**src/rtl/timer_pkg.sv**
```systemverilog
// Shared state encoding, 7-segment glyphs and digit helpers for the BCD countdown timer.
package timer_pkg;

  typedef enum logic [1:0] {
    IDLE,
    RUN,
    PAUSED,
    EXPIRED
  } timer_state_t;

  // Active-low glyphs, bit order g..a
  localparam logic [6:0] SEG_BLANK = 7'h7F;
  localparam logic [6:0] SEG_0     = 7'h40;
  localparam logic [6:0] SEG_1     = 7'h79;
  localparam logic [6:0] SEG_2     = 7'h24;
  localparam logic [6:0] SEG_3     = 7'h30;
  localparam logic [6:0] SEG_4     = 7'h19;
  localparam logic [6:0] SEG_5     = 7'h12;
  localparam logic [6:0] SEG_6     = 7'h02;
  localparam logic [6:0] SEG_7     = 7'h78;
  localparam logic [6:0] SEG_8     = 7'h00;
  localparam logic [6:0] SEG_9     = 7'h10;

  function automatic logic [3:0] bcd_sat(input logic [3:0] digit);
    return (digit > 4'd9) ? 4'd9 : digit;
  endfunction

endpackage

```
**src/rtl/bcd_digit_down.sv**
```systemverilog
// One BCD down-counting digit; digits chain through borrow_in/borrow_out.
module bcd_digit_down #(
  parameter logic [3:0] RESET_DIGIT = 4'd0
) (
  input  logic       clk,
  input  logic       reset,
  input  logic       load,
  input  logic [3:0] load_digit,
  input  logic       dec_en,
  input  logic       borrow_in,
  output logic [3:0] digit_q,
  output logic       borrow_out
);

  assign borrow_out = borrow_in && (digit_q == 4'd0);

  always_ff @(posedge clk or posedge reset) begin
    if (reset) begin
      digit_q <= RESET_DIGIT;
    end else if (load) begin
      digit_q <= load_digit;
    end else if (dec_en && borrow_in) begin
      digit_q <= (digit_q == 4'd0) ? 4'd9 : digit_q - 4'd1;
    end
  end

endmodule

```
**src/rtl/bcd_to_seg.sv**
```systemverilog
// BCD digit to active-low 7-segment decoder; non-BCD codes blank the display.
module bcd_to_seg
  import timer_pkg::*;
(
  input  logic [3:0] digit,
  output logic [6:0] seg
);

  always_comb begin
    seg = SEG_BLANK;
    case (digit)
      4'd0:    seg = SEG_0;
      4'd1:    seg = SEG_1;
      4'd2:    seg = SEG_2;
      4'd3:    seg = SEG_3;
      4'd4:    seg = SEG_4;
      4'd5:    seg = SEG_5;
      4'd6:    seg = SEG_6;
      4'd7:    seg = SEG_7;
      4'd8:    seg = SEG_8;
      4'd9:    seg = SEG_9;
      default: seg = SEG_BLANK;
    endcase
  end

endmodule

```
**src/rtl/countdown_timer_bcd.sv**
```systemverilog
// Prescaled multi-digit BCD countdown timer with pause, load and auto-reload,
// driving one active-low 7-segment display per digit.
module countdown_timer_bcd
  import timer_pkg::*;
#(
  parameter int unsigned         TICK_DIV    = 50_000_000,
  parameter int unsigned         DIGITS      = 2,
  parameter logic [4*DIGITS-1:0] RESET_VALUE = 'h30
) (
  input  logic                  clk,
  input  logic                  reset,
  input  logic                  load,
  input  logic [4*DIGITS-1:0]   load_value,
  input  logic                  start,
  input  logic                  pause,
  input  logic                  auto_reload,
  output logic [4*DIGITS-1:0]   count_q,
  output logic [7*DIGITS-1:0]   seg,
  output logic                  t0,
  output logic                  expired,
  output logic                  running
);

  localparam int unsigned CW      = 4 * DIGITS;
  localparam int unsigned PRESC_W = (TICK_DIV > 1) ? $clog2(TICK_DIV) : 1;
  localparam logic [PRESC_W-1:0] PRESC_MAX = PRESC_W'(TICK_DIV - 1);
  localparam logic [CW-1:0]      COUNT_ONE = CW'(1);

  timer_state_t        state, state_next;
  logic [PRESC_W-1:0]  presc, presc_next;
  logic [CW-1:0]       reload_reg, reload_next;
  logic                t0_next;
  logic                count_load;
  logic [CW-1:0]       count_load_val;
  logic                count_dec;
  logic [CW-1:0]       sat_value;
  logic [DIGITS:0]     borrow;
  logic                tick;
  logic                count_is_zero;
  logic                count_is_one;
  logic                reload_nonzero;

  always_comb begin
    sat_value = '0;
    for (int i = 0; i < DIGITS; i++) begin
      sat_value[4*i +: 4] = bcd_sat(load_value[4*i +: 4]);
    end
  end

  // With borrow[0] tied high the chain's final borrow is set only when every digit is 0
  assign borrow[0]      = 1'b1;
  assign count_is_zero  = borrow[DIGITS];
  assign count_is_one   = (count_q == COUNT_ONE);
  assign reload_nonzero = (reload_reg != '0);
  assign tick           = (state == RUN) && (presc == PRESC_MAX);

  for (genvar i = 0; i < DIGITS; i++) begin : g_digit
    bcd_digit_down #(
      .RESET_DIGIT(RESET_VALUE[4*i +: 4])
    ) u_digit (
      .clk        (clk),
      .reset      (reset),
      .load       (count_load),
      .load_digit (count_load_val[4*i +: 4]),
      .dec_en     (count_dec),
      .borrow_in  (borrow[i]),
      .digit_q    (count_q[4*i +: 4]),
      .borrow_out (borrow[i+1])
    );

    bcd_to_seg u_seg (
      .digit (count_q[4*i +: 4]),
      .seg   (seg[7*i +: 7])
    );
  end

  always_ff @(posedge clk or posedge reset) begin
    if (reset) begin
      state      <= IDLE;
      presc      <= '0;
      reload_reg <= RESET_VALUE;
      t0         <= 1'b0;
    end else begin
      state      <= state_next;
      presc      <= presc_next;
      reload_reg <= reload_next;
      t0         <= t0_next;
    end
  end

  always_comb begin
    state_next     = state;
    presc_next     = presc;
    reload_next    = reload_reg;
    t0_next        = 1'b0;
    count_load     = 1'b0;
    count_load_val = reload_reg;
    count_dec      = 1'b0;

    if (load) begin
      count_load     = 1'b1;
      count_load_val = sat_value;
      reload_next    = sat_value;
      presc_next     = '0;
      state_next     = IDLE;
    end else begin
      case (state)
        IDLE: begin
          if (start) begin
            state_next = RUN;
            presc_next = '0;
          end
        end
        PAUSED: begin
          if (start) begin
            state_next = RUN;
          end
        end
        EXPIRED: begin
          if (start) begin
            state_next = RUN;
            presc_next = '0;
            count_load = 1'b1;
          end
        end
        RUN: begin
          presc_next = tick ? '0 : presc + 1'b1;
          // A zero count in RUN only comes from a start at zero and resolves without a tick
          if (count_is_zero) begin
            t0_next = 1'b1;
            if (auto_reload && reload_nonzero) begin
              count_load = 1'b1;
            end else begin
              state_next = EXPIRED;
            end
          end else if (tick) begin
            if (auto_reload && reload_nonzero && count_is_one) begin
              count_load = 1'b1;
              t0_next    = 1'b1;
            end else begin
              count_dec = 1'b1;
              if (count_is_one) begin
                t0_next    = 1'b1;
                state_next = EXPIRED;
              end
            end
          end
          if (pause && state_next == RUN) begin
            state_next = PAUSED;
          end
        end
        default: state_next = IDLE;
      endcase
    end
  end

  assign expired = (state == EXPIRED);
  assign running = (state == RUN);

endmodule
```
**config.mk**
```make
export PLATFORM = sky130hd
export DESIGN_NAME = countdown_timer_bcd
export DESIGN_NICKNAME = d
export VERILOG_FILES = /design/src/rtl/timer_pkg.sv /design/src/rtl/bcd_digit_down.sv /design/src/rtl/bcd_to_seg.sv /design/src/rtl/countdown_timer_bcd.sv
export SDC_FILE = /design/constraint.sdc
export NUM_CORES = 1
export LEC_CHECK = 0
export ABC_AREA = 1
export CAP_MARGIN = 20
export CORE_MARGIN = 1
export CORE_UTILIZATION = 60
export DETAILED_ROUTE_END_ITERATION = 8
export PLACE_DENSITY = 0.92
export SYNTH_ARGS = -nofsm -noshare
export SYNTH_HDL_FRONTEND = slang
export SYNTH_SLANG_ARGS = --single-unit
```
**constraint.sdc**
```tcl
create_clock -name clk -period 4.3 [get_ports clk]
set_input_delay 0.645 -clock clk [delete_from_list [all_inputs] [get_ports clk]]
set_output_delay 0.645 -clock clk [all_outputs]
set_load 0.02 [all_outputs]
```
==> metrics, run 1 <==
FF-to-FF setup slack 2010 ps; post-synthesis sequential area ratio 35.7%; Critical Path AT 2280 ps; hold path start reload_reg[4]; cells along the critical path inv_1 > ha_1 > ha_1 > o21ai_0 > clkdlybuf4s50_1; Max Slew Vio Count 0; Clock Path Buffers 2; DR iter-0 viols 254; leakage power 0.00175 uW; drt drc 1; H-tree levels 2; Period Utilization, post-route 68.1%; Layout Skew 8.38 ps; Max Cap Violations 0; cts bufs inserted 5; antenna diode count 0; drt total wl just under 8000 um; PnR worst setup slack 1370 ps; initial antenna violation count 0; Largest register FFs 26; Post-synth EDFFs 0; Synth cell types 39; Syn Nets 467; first-pass GRT wire length 12,500 um; prevailing post-synth register cell dfrtp_1; Root Buffer clkbuf_8; worst-margin pin slew 621 ps; Buf+Inv Stages, Crit Path 2; Detail Placement HPWL 5950 um; CTS clock-pin slew for the worst setup and hold paths 80 ps; RR Endpoint presc[5]; # clock sinks 45; via/cell ratio 5.52; antenna viol nets, final 0; Layout fillers 397; synth warn 0; DR WL/cell 14.3 um; Seq. cell area 0.00113 sq mm; r2r startpoint state[1]; clk_lat worst skew around 300 ps; Placer Congestion 0.906; grt total ovfl 0; Synth top cells by count nand2_1, nor2_1, inv_1, dfrtp_1, nand3_1; layout cells sized above 1 10.4%; worst setup path class flop to output pin; number of global-route vias before repair about 2,800; highest clock rate 0.342 GHz; violated checks DRC; Multi-input gate area 0.00176 sq mm; initial core utilization 62.0%; hold buffer count at cts 0; FF+latch count, synth 45; largest net degree at the start of global routing 46; final-report setup violation count 0; top-count cell post-synth nand2_1; CTS tree yes; I/O pin count 39; startpoint types flop; CP max stage cell clkdlybuf4s50_1; First-pass DRT Iterations 7; placed cell area 0.00361 sq mm; Crit path largest cell delay 640 ps; Crit Path Max Fanout 7; unrepaired setup endpoints after global routing false; asr flop ratio synth 100%; Hold Fails Final Rpt 0; die area 0.00557 sq mm; Total GRT Usage 29.4%; PortBufs 38; Worst EP required 3650 ps; most frequent cell on the critical path ha_1; DR vias 3,036; relative slew slack 58.6%; Critical Path Sink Type output pin; sum of negative setup slack 0 ps; Hold Path Sink reload_reg[4]; Die W 74.7 um; Pwr Density 373 mW/mm^2; post-synthesis cell area around 0.0032 sq mm; minimum clock period 2930 ps; leading area contributor after synthesis dfrtp_1; Hold WS 532 ps; Worst Hold Class flop to flop; core area 0.00511 sq mm; Vert. Die Dim 74.7 um; Post-CTS Setup Bufs 0; Finished Cell Area about 0.0037 sq mm; status complete, but fails checks; synth top area cells dfrtp_1, nand2_1, nor2_1; post-CTS sizing 0; synthesized area per cell about 7.2 sq um; Syn Inst Count 438; Hold Path Cell Cnt 2; post-layout net count 508; Syn-to-layout area delta 17.7%; cell count of the worst reg-to-reg path 10; std cell rows 26; Setup WS pre-CTS 1240 ps; maximum vdd drop 350 uV; top cell type's share of synthesized area 32.4%; Top delay family on crit path buffers and inverters
[placed cells by master, fill, tap and decap left out, types with 7 or more instances in the layout]
cell | synthesis | routed
ha_1 | 15 | 15
dfrtp_1 | 41 | 41
clkdlybuf4s50_1 | 0 | 38
nand2_1 | 97 | 97
inv_1 | 57 | 56
nor3_1 | 10 | 10
nand4_1 | 9 | 9
nand3_1 | 39 | 39
a21oi_1 | 16 | 16
xor2_1 | 7 | 7
nor2_1 | 61 | 61
o21ai_0 | 27 | 27
[metrics by stage]
step	cells	total power (uW)	util (%)
2_1_floorplan	438	851	-
3_3_place_gp	542	1040	70.8
3_5_place_dp	542	1070	70.8
4_1_cts	550	1400	73.0
5_1_grt	550	1480	73.0
6_report	550	1390	73.0
[worst register-to-register path, stage by stage (launching register included)]
cell     delay, ps
dfrtp_1        420
inv_1          110
ha_1           320
inv_1          120
nor2_1         100
nor2_1          50
buf_4          180
inv_1          340
nand2_2        210
inv_2          250
nor2_1          90
[how the worst max path moves through the flow]
stage           endpoint                           from  cells after the start
2_1_floorplan    seg[11]  g_digit[1].u_digit.digit_q[0]                      4
3_3_place_gp    presc[5]                           load                      9
3_5_place_dp   presc[19]                           load                      9
4_1_cts          seg[11]  g_digit[1].u_digit.digit_q[0]                      5
5_1_grt          seg[11]  g_digit[1].u_digit.digit_q[0]                      5
6_report         seg[11]  g_digit[1].u_digit.digit_q[0]                      5
[final cells by class]
cell class,instances,share of cell area (%)
repair buffers,40,10.6
multi-input cells,324,47.2
well taps,70,2.35
inverters,63,6.47
clock buffers,5,1.85
clock inverters,3,1.24
flip-flops and latches,45,30.3
[routing by layer]
metal	global-route usage (%)	up-vias	wire length (um)	part of all wire (%)
met3	5.49	16	389	4.9
met2	46.8	114	3810	48
li1	-	1495	-	-
met4	7.76	0	120	1.5
met1	41.5	1411	3550	45
met5	0	-	0	0
[cell families (layout without fill, tap and decap cells)]
logic type,Yosys count,after routing,synth area share (%)
AND/OR/NAND/NOR,245,245,37.5
XOR/XNOR,8,8,2.21
buffers and inverters,69,111,8.77
adder cells (fa/ha/maj),15,15,5.92
AO/OA/AOI/OAI,55,55,9.52
multiplexers,1,1,0.355
flip-flops,45,45,35.7
[where the power goes]
part	internal [uW]	leakage, uW	switching, uW
clock network	174	0.0000543	151
registers	455	0.000594	42.4
logic	229	0.00111	341
total	858	0.00175	534
No activity file was read; power rests on OpenSTA's default activity.
==> run 2, diff against run 1 <==
--- a/config.mk
+++ b/config.mk
@@ -8,9 +8,9 @@
 export ABC_AREA = 1
 export CAP_MARGIN = 20
 export CORE_MARGIN = 1
-export CORE_UTILIZATION = 60
+export CORE_UTILIZATION = 51
 export DETAILED_ROUTE_END_ITERATION = 8
-export PLACE_DENSITY = 0.92
+export PLACE_DENSITY = 0.84
 export SYNTH_ARGS = -nofsm -noshare
 export SYNTH_HDL_FRONTEND = slang
 export SYNTH_SLANG_ARGS = --single-unit
==> constraint.sdc (replaced) <==
create_clock -name clk -period 2.65 [get_ports clk]
set_input_delay 0.3975 -clock clk [delete_from_list [all_inputs] [get_ports clk]]
set_output_delay 0.3975 -clock clk [all_outputs]
set_load 0.02 [all_outputs]
==> metrics, run 2 (synthesis gave the netlist of run 1 again) <==
status complete, no violations; Hold Fails Final Rpt 0 (unchanged); antenna viol nets, final 0 (unchanged); Largest register FFs 26 (unchanged); highest clock rate 0.397 GHz; Post-CTS Setup Bufs 0 (unchanged); PortBufs 38 (unchanged); core area 0.00596 sq mm (+17%); worst setup path class flop to output pin; via/cell ratio 5.33 (-3.4%); Root Buffer clkbuf_8; initial core utilization 53.2% (-8.8 points); I/O pin count 39 (unchanged); CTS tree yes; Max Cap Violations 0 (unchanged); post-layout net count 512 (+0.79%); leakage power 0.00179 uW (+1.8%); Hold WS 506 ps (-26.2 ps); first-pass GRT wire length 12,600 um (+0.67%); Detail Placement HPWL 5480 um (-8.0%); std cell rows 28 (+7.7%); DR WL/cell 12.7 um (-11%); maximum vdd drop 429 uV (+23%); die area 0.00653 sq mm (+17%); DR vias 2,982 (-1.8%); fin util 63.0% (-10 points); grt total ovfl 0 (unchanged); CTS clock-pin slew for the worst setup and hold paths 80 ps (about the same); layout cells sized above 1 11.2% (+0.74 points); FF-to-FF setup slack 530 ps (-1480 ps); commonest non-fill, non-tap cell in the layout nand2_1; Die W 80.8 um (+8.2%); cts bufs inserted 5 (unchanged); commonest non-fill, non-tap cells in the layout nand2_1, nor2_1, inv_1; Critical Path AT 2120 ps (-160 ps); startpoint types flop; final-report setup violation count 0 (unchanged); r2r startpoint state[1]; H-tree levels 2 (unchanged); Max Slew Vio Count 0 (unchanged); relative slew slack 37.1% (-22 points); Placer Congestion 0.861 (-5.0%); Overall Power 2190 uW (+57%); Worst EP required 2250 ps (-1400 ps); Syn-to-layout area delta 18.5%; Vert. Die Dim 80.8 um (+8.2%); DR iter-0 viols 199 (-22%); Clock Path Buffers 2 (unchanged); Pwr Density 583 mW/mm^2 (+56%); Worst Hold Class primary input to async pin; Total GRT Usage 24.5% (-4.9 points); number of global-route vias before repair 2,865 (+3.3%); Layout fillers 540 (+36%); unrepaired setup endpoints after global routing false; largest net degree at the start of global routing 27 (-41%); Period Utilization, post-route 94.9%; worst setup path start g_digit[0].u_digit.digit_q[1]; drt drc 0 (-1); Crit Path Max Fanout 7 (unchanged); Layout Skew 5.56 ps (-2.83 ps); First-pass DRT Iterations 5 (-2); minimum clock period 2520 ps; initial antenna violation count 0 (unchanged); # clock sinks 45 (unchanged); drt total wl 7120 um (-9.5%); worst-margin pin slew 938 ps (+317 ps); sum of negative setup slack 0 ps (unchanged); Critical Path Sink Type output pin; antenna diode count 0 (unchanged); clk_lat worst skew 300 ps (about the same)
## run 2: repair_timing
action                                  4_1_cts  5_1_grt
endpoints found under the setup margin        1        1
resized for setup                             1        1
hold buffers                                  0        0
## run 2: cell type report
type	count	area, sq um	share of cell area (%)
multi-input combinational	324	1760	46.9
sequential	45	1130	30.1
timing repair buffer	44	427	11.4
inverter	63	241	6.43
clock buffer	7	96.3	2.57
tap	75	93.8	2.50
clock inverter	1	5.00	0.133
## run 2: path summary, 6_finish.rpt
| path | cells after the start | endpoint |
|---|---|---|
| setup / recovery | 6 | seg[3] |
| hold / removal | 2 | t0 |
| setup reg to reg | 11 | presc[22] |
| hold reg to reg | 2 | reload_reg[1] |
| max in group asynchronous | 3 | g_digit[1].u_digit.digit_q[0] |
| min in group clk | 2 | reload_reg[1] |
## run 2: worst max-delay path: stages (launching register included)
cell             delay [ps]
dfrtp_1                 470
inv_1                   130
ha_1                    290
nand2_1                  90
inv_1                    40
o21ai_0                 160
clkdlybuf4s50_1         630
## run 2: through the flow
stage	area, sq um	worst slack [ps]	instances
after global routing	3750	14.5	559
final	3750	134	559
after detailed placement	3650	301	551
after global placement	3650	409	551
after CTS	3750	45.9	559
after floorplan	3170	610	438
## run 2: metal layers
metal / share of wire, % / wire length (um) / up-vias / GRT usage (%)
met5: 0 / 0 / - / 0
met4: 1.9 / 138 / 0 / 8.57
met3: 4.4 / 314 / 13 / 2.36
met2: 46 / 3240 / 70 / 40.0
met1: 48 / 3430 / 1401 / 34.1
li1: - / - / 1498 / -
## run 2: power breakdown
group | leakage, uW | internal [uW] | switching [uW] | total [uW]
clock network | 0.0000542 | 236 | 233 | 468
logic | 0.00114 | 372 | 546 | 917
registers | 0.000594 | 739 | 65.1 | 804
total | 0.00179 | 1350 | 843 | 2190
==> run 3, diff against run 2 <==
--- a/config.mk
+++ b/config.mk
@@ -7,8 +7,10 @@
 export LEC_CHECK = 0
 export ABC_AREA = 1
 export CAP_MARGIN = 20
+export CELL_PAD_IN_SITES_DETAIL_PLACEMENT = 1
+export CELL_PAD_IN_SITES_GLOBAL_PLACEMENT = 2
 export CORE_MARGIN = 1
-export CORE_UTILIZATION = 51
+export CORE_UTILIZATION = 29
 export DETAILED_ROUTE_END_ITERATION = 8
 export PLACE_DENSITY = 0.84
 export SYNTH_ARGS = -nofsm -noshare
==> metrics, run 3 (synthesis gave the netlist of run 1 again) <==
via/cell ratio 4.74 (-11%); Cell Int Power 1330 uW (-1.1%); Root Buffer clkbuf_8; worst setup path start g_digit[0].u_digit.digit_q[0]; leakage power 0.00180 uW (+0.63%); Period Utilization, post-route 93.9% (-1.0 points); First-pass DRT Iterations 4 (-1); cell count of the worst reg-to-reg path 12 (+1); CP endpoint seg[4]; RR Endpoint g_digit[0].u_digit.digit_q[0]; Crit path largest cell delay 630 ps (about the same); Total GRT Usage 16.6% (-8.0 points); Placer Congestion 0.768 (-11%); DR iter-0 viols 118 (-41%); hold buffer count at cts 0 (unchanged); I/O pin count 39 (unchanged); initial core utilization 30.3% (-23 points); first-pass GRT wire length 15,100 um (+20%); worst-margin pin slew 663 ps (-275 ps); largest net degree at the start of global routing 46 (+70%); Die W 107 um (+32%); Vert. Die Dim 107 um (+32%); r2r startpoint g_digit[1].u_digit.digit_q[0]; minimum clock period 2490 ps (-27.4 ps); Max Slew Vio Count 0 (unchanged); layout cells sized above 1 11.1% (-0.023 points); post-layout net count 513 (+0.20%); Layout Skew 14.3 ps (+8.72 ps); Worst Hold Class flop to flop; Max Cap Violations 0 (unchanged); switching power total 880 uW (+4.3%); drt drc 0 (unchanged); Clock Path Buffers 2 (unchanged); Layout fillers 1,332 (+150%); unrepaired setup endpoints after global routing false; startpoint types flop; clk_lat worst skew 300 ps (about the same); sw frac 39.8% (+1.3 points); Critical Path Sink Type output pin; # clock sinks 45 (unchanged); commonest non-fill, non-tap cell in the layout nand2_1; Clk pwr share 20.3% (-1.1 points); CTS clock-pin slew for the worst setup and hold paths 80 ps (about the same); PortBufs 38 (unchanged); worst setup path class flop to output pin; Detail Placement HPWL 6750 um (+23%); CP max stage cell clkdlybuf4s50_1; Crit Path Max Fanout 6 (-1); maximum vdd drop 250 uV (-42%); highest clock rate 0.402 GHz (+1.1%); antenna diode count 0 (unchanged); Hold Fails Final Rpt 0 (unchanged); commonest non-fill, non-tap cells in the layout nand2_1, nor2_1, inv_1; antenna viol nets, final 0 (unchanged); Overall Power 2210 uW (+0.96%); H-tree levels 2 (unchanged); Hold WS 536 ps (+30.3 ps); Worst EP required 2250 ps (about the same); Post-CTS Setup Bufs 0 (unchanged); grt total ovfl 0 (unchanged); Largest register FFs 26 (unchanged); die area 0.0113 sq mm (+74%); sum of negative setup slack 0 ps (unchanged); final-report setup violation count 0 (unchanged); initial antenna violation count 0 (unchanged); core area 0.0105 sq mm (+76%); CTS tree yes; FF-to-FF setup slack 480 ps (-50 ps); Critical Path AT 2090 ps (-30 ps); Pwr Density 577 mW/mm^2 (-1.0%); Seq pwr share 36.6% (about the same); cts bufs inserted 5 (unchanged); most frequent cell on the critical path ha_1; number of global-route vias before repair 3,127 (+9.1%); cells along the critical path inv_1 > ha_1 > ha_1 > o21ai_0 > clkdlybuf4s50_1; relative slew slack 55.8% (+19 points); DR vias 2,941 (-1.4%); DR WL/cell 13.9 um (+9.2%); Syn-to-layout area delta 20.9%; drt total wl 8630 um (+21%); status complete, no violations; std cell rows 37 (+32%); combinational power share 43.0% (+1.1 points)
==> run 3: cell types whose count changed in the layout (fill, tap and decap cells not counted) <==
| cell | delta |
|---|---|
| clkinv_2 | -1 |
| inv_2 | +1 |
| clkbuf_8 | -1 |
| clkdlybuf4s50_1 | -1 |
| dlymetal6s2s_1 | +1 |
| clkbuf_1 | +2 |
| buf_4 | +1 |
| clkinv_1 | -1 |
==> run 3: per-layer routing <==
metal	track usage, %	wire (um)	vias to the layer above
li1	-	-	1498
met1	23.7	4540	1400
met2	26.7	3810	38
met3	1.90	194	5
met4	3.82	85	0
met5	0	0	-
==> run 3: layout make-up <==
type                       instances  area, sq um  area share (%)
tap                              136          170            4.44
sequential                        45         1130            29.5
inverter                          63          241            6.31
clock buffer                       8         90.1            2.35
multi-input combinational        324         1760            45.9
timing repair buffer              45          437            11.4
==> run 3: worst min path at each step <==
stage,startpoint,to,cells past startpoint
after floorplan,reload_reg[1],reload_reg[1],2
after global placement,g_digit[1].u_digit.digit_q[1],g_digit[1].u_digit.digit_q[1],2
after detailed placement,g_digit[1].u_digit.digit_q[1],g_digit[1].u_digit.digit_q[1],2
after CTS,g_digit[1].u_digit.digit_q[1],g_digit[1].u_digit.digit_q[1],2
after global routing,g_digit[1].u_digit.digit_q[0],g_digit[1].u_digit.digit_q[0],2
final,g_digit[1].u_digit.digit_q[1],g_digit[1].u_digit.digit_q[1],2
==> run 3: stage by stage <==
| step | instances | util, % | setup WS, ps | cell area (sq um) |
|---|---|---|---|---|
| global route | 621 | 36.6 | 29.3 | 3830 |
| detailed placement | 613 | 35.7 | 346 | 3730 |
| finish | 621 | 36.6 | 161 | 3830 |
| CTS | 621 | 36.5 | 1.98 | 3820 |
| global placement | 613 | 35.7 | 371 | 3730 |
| floorplan | 438 | - | 610 | 3170 |
==> run 3: worst max-delay path: cells and delay by family (launching register included) <==
family          cells  cell delay [ps]
buf+inv             2              780
flops               1              450
fa+ha+maj           2              410
compound gates      1              150
==> run 3: repair_timing <==
| item | CTS | global route |
|---|---|---|
| gates resized for setup | 1 | 2 |
| endpoints found under the setup margin | 1 | 2 |
| cloned | 0 | 0 |
| pin swaps | 0 | 0 |
==> run 3: power groups by stage <==
| stage | sequential (uW) | clock [uW] | combinational, uW |
|---|---|---|---|
| 3_5_place_dp | 822 | 0 | 962 |
| 6_report | 810 | 450 | 951 |
| 3_3_place_gp | 818 | 0 | 953 |
| 4_1_cts | 810 | 473 | 963 |
| 5_1_grt | 820 | 493 | 1050 |
| 2_1_floorplan | 828 | 0 | 553 |
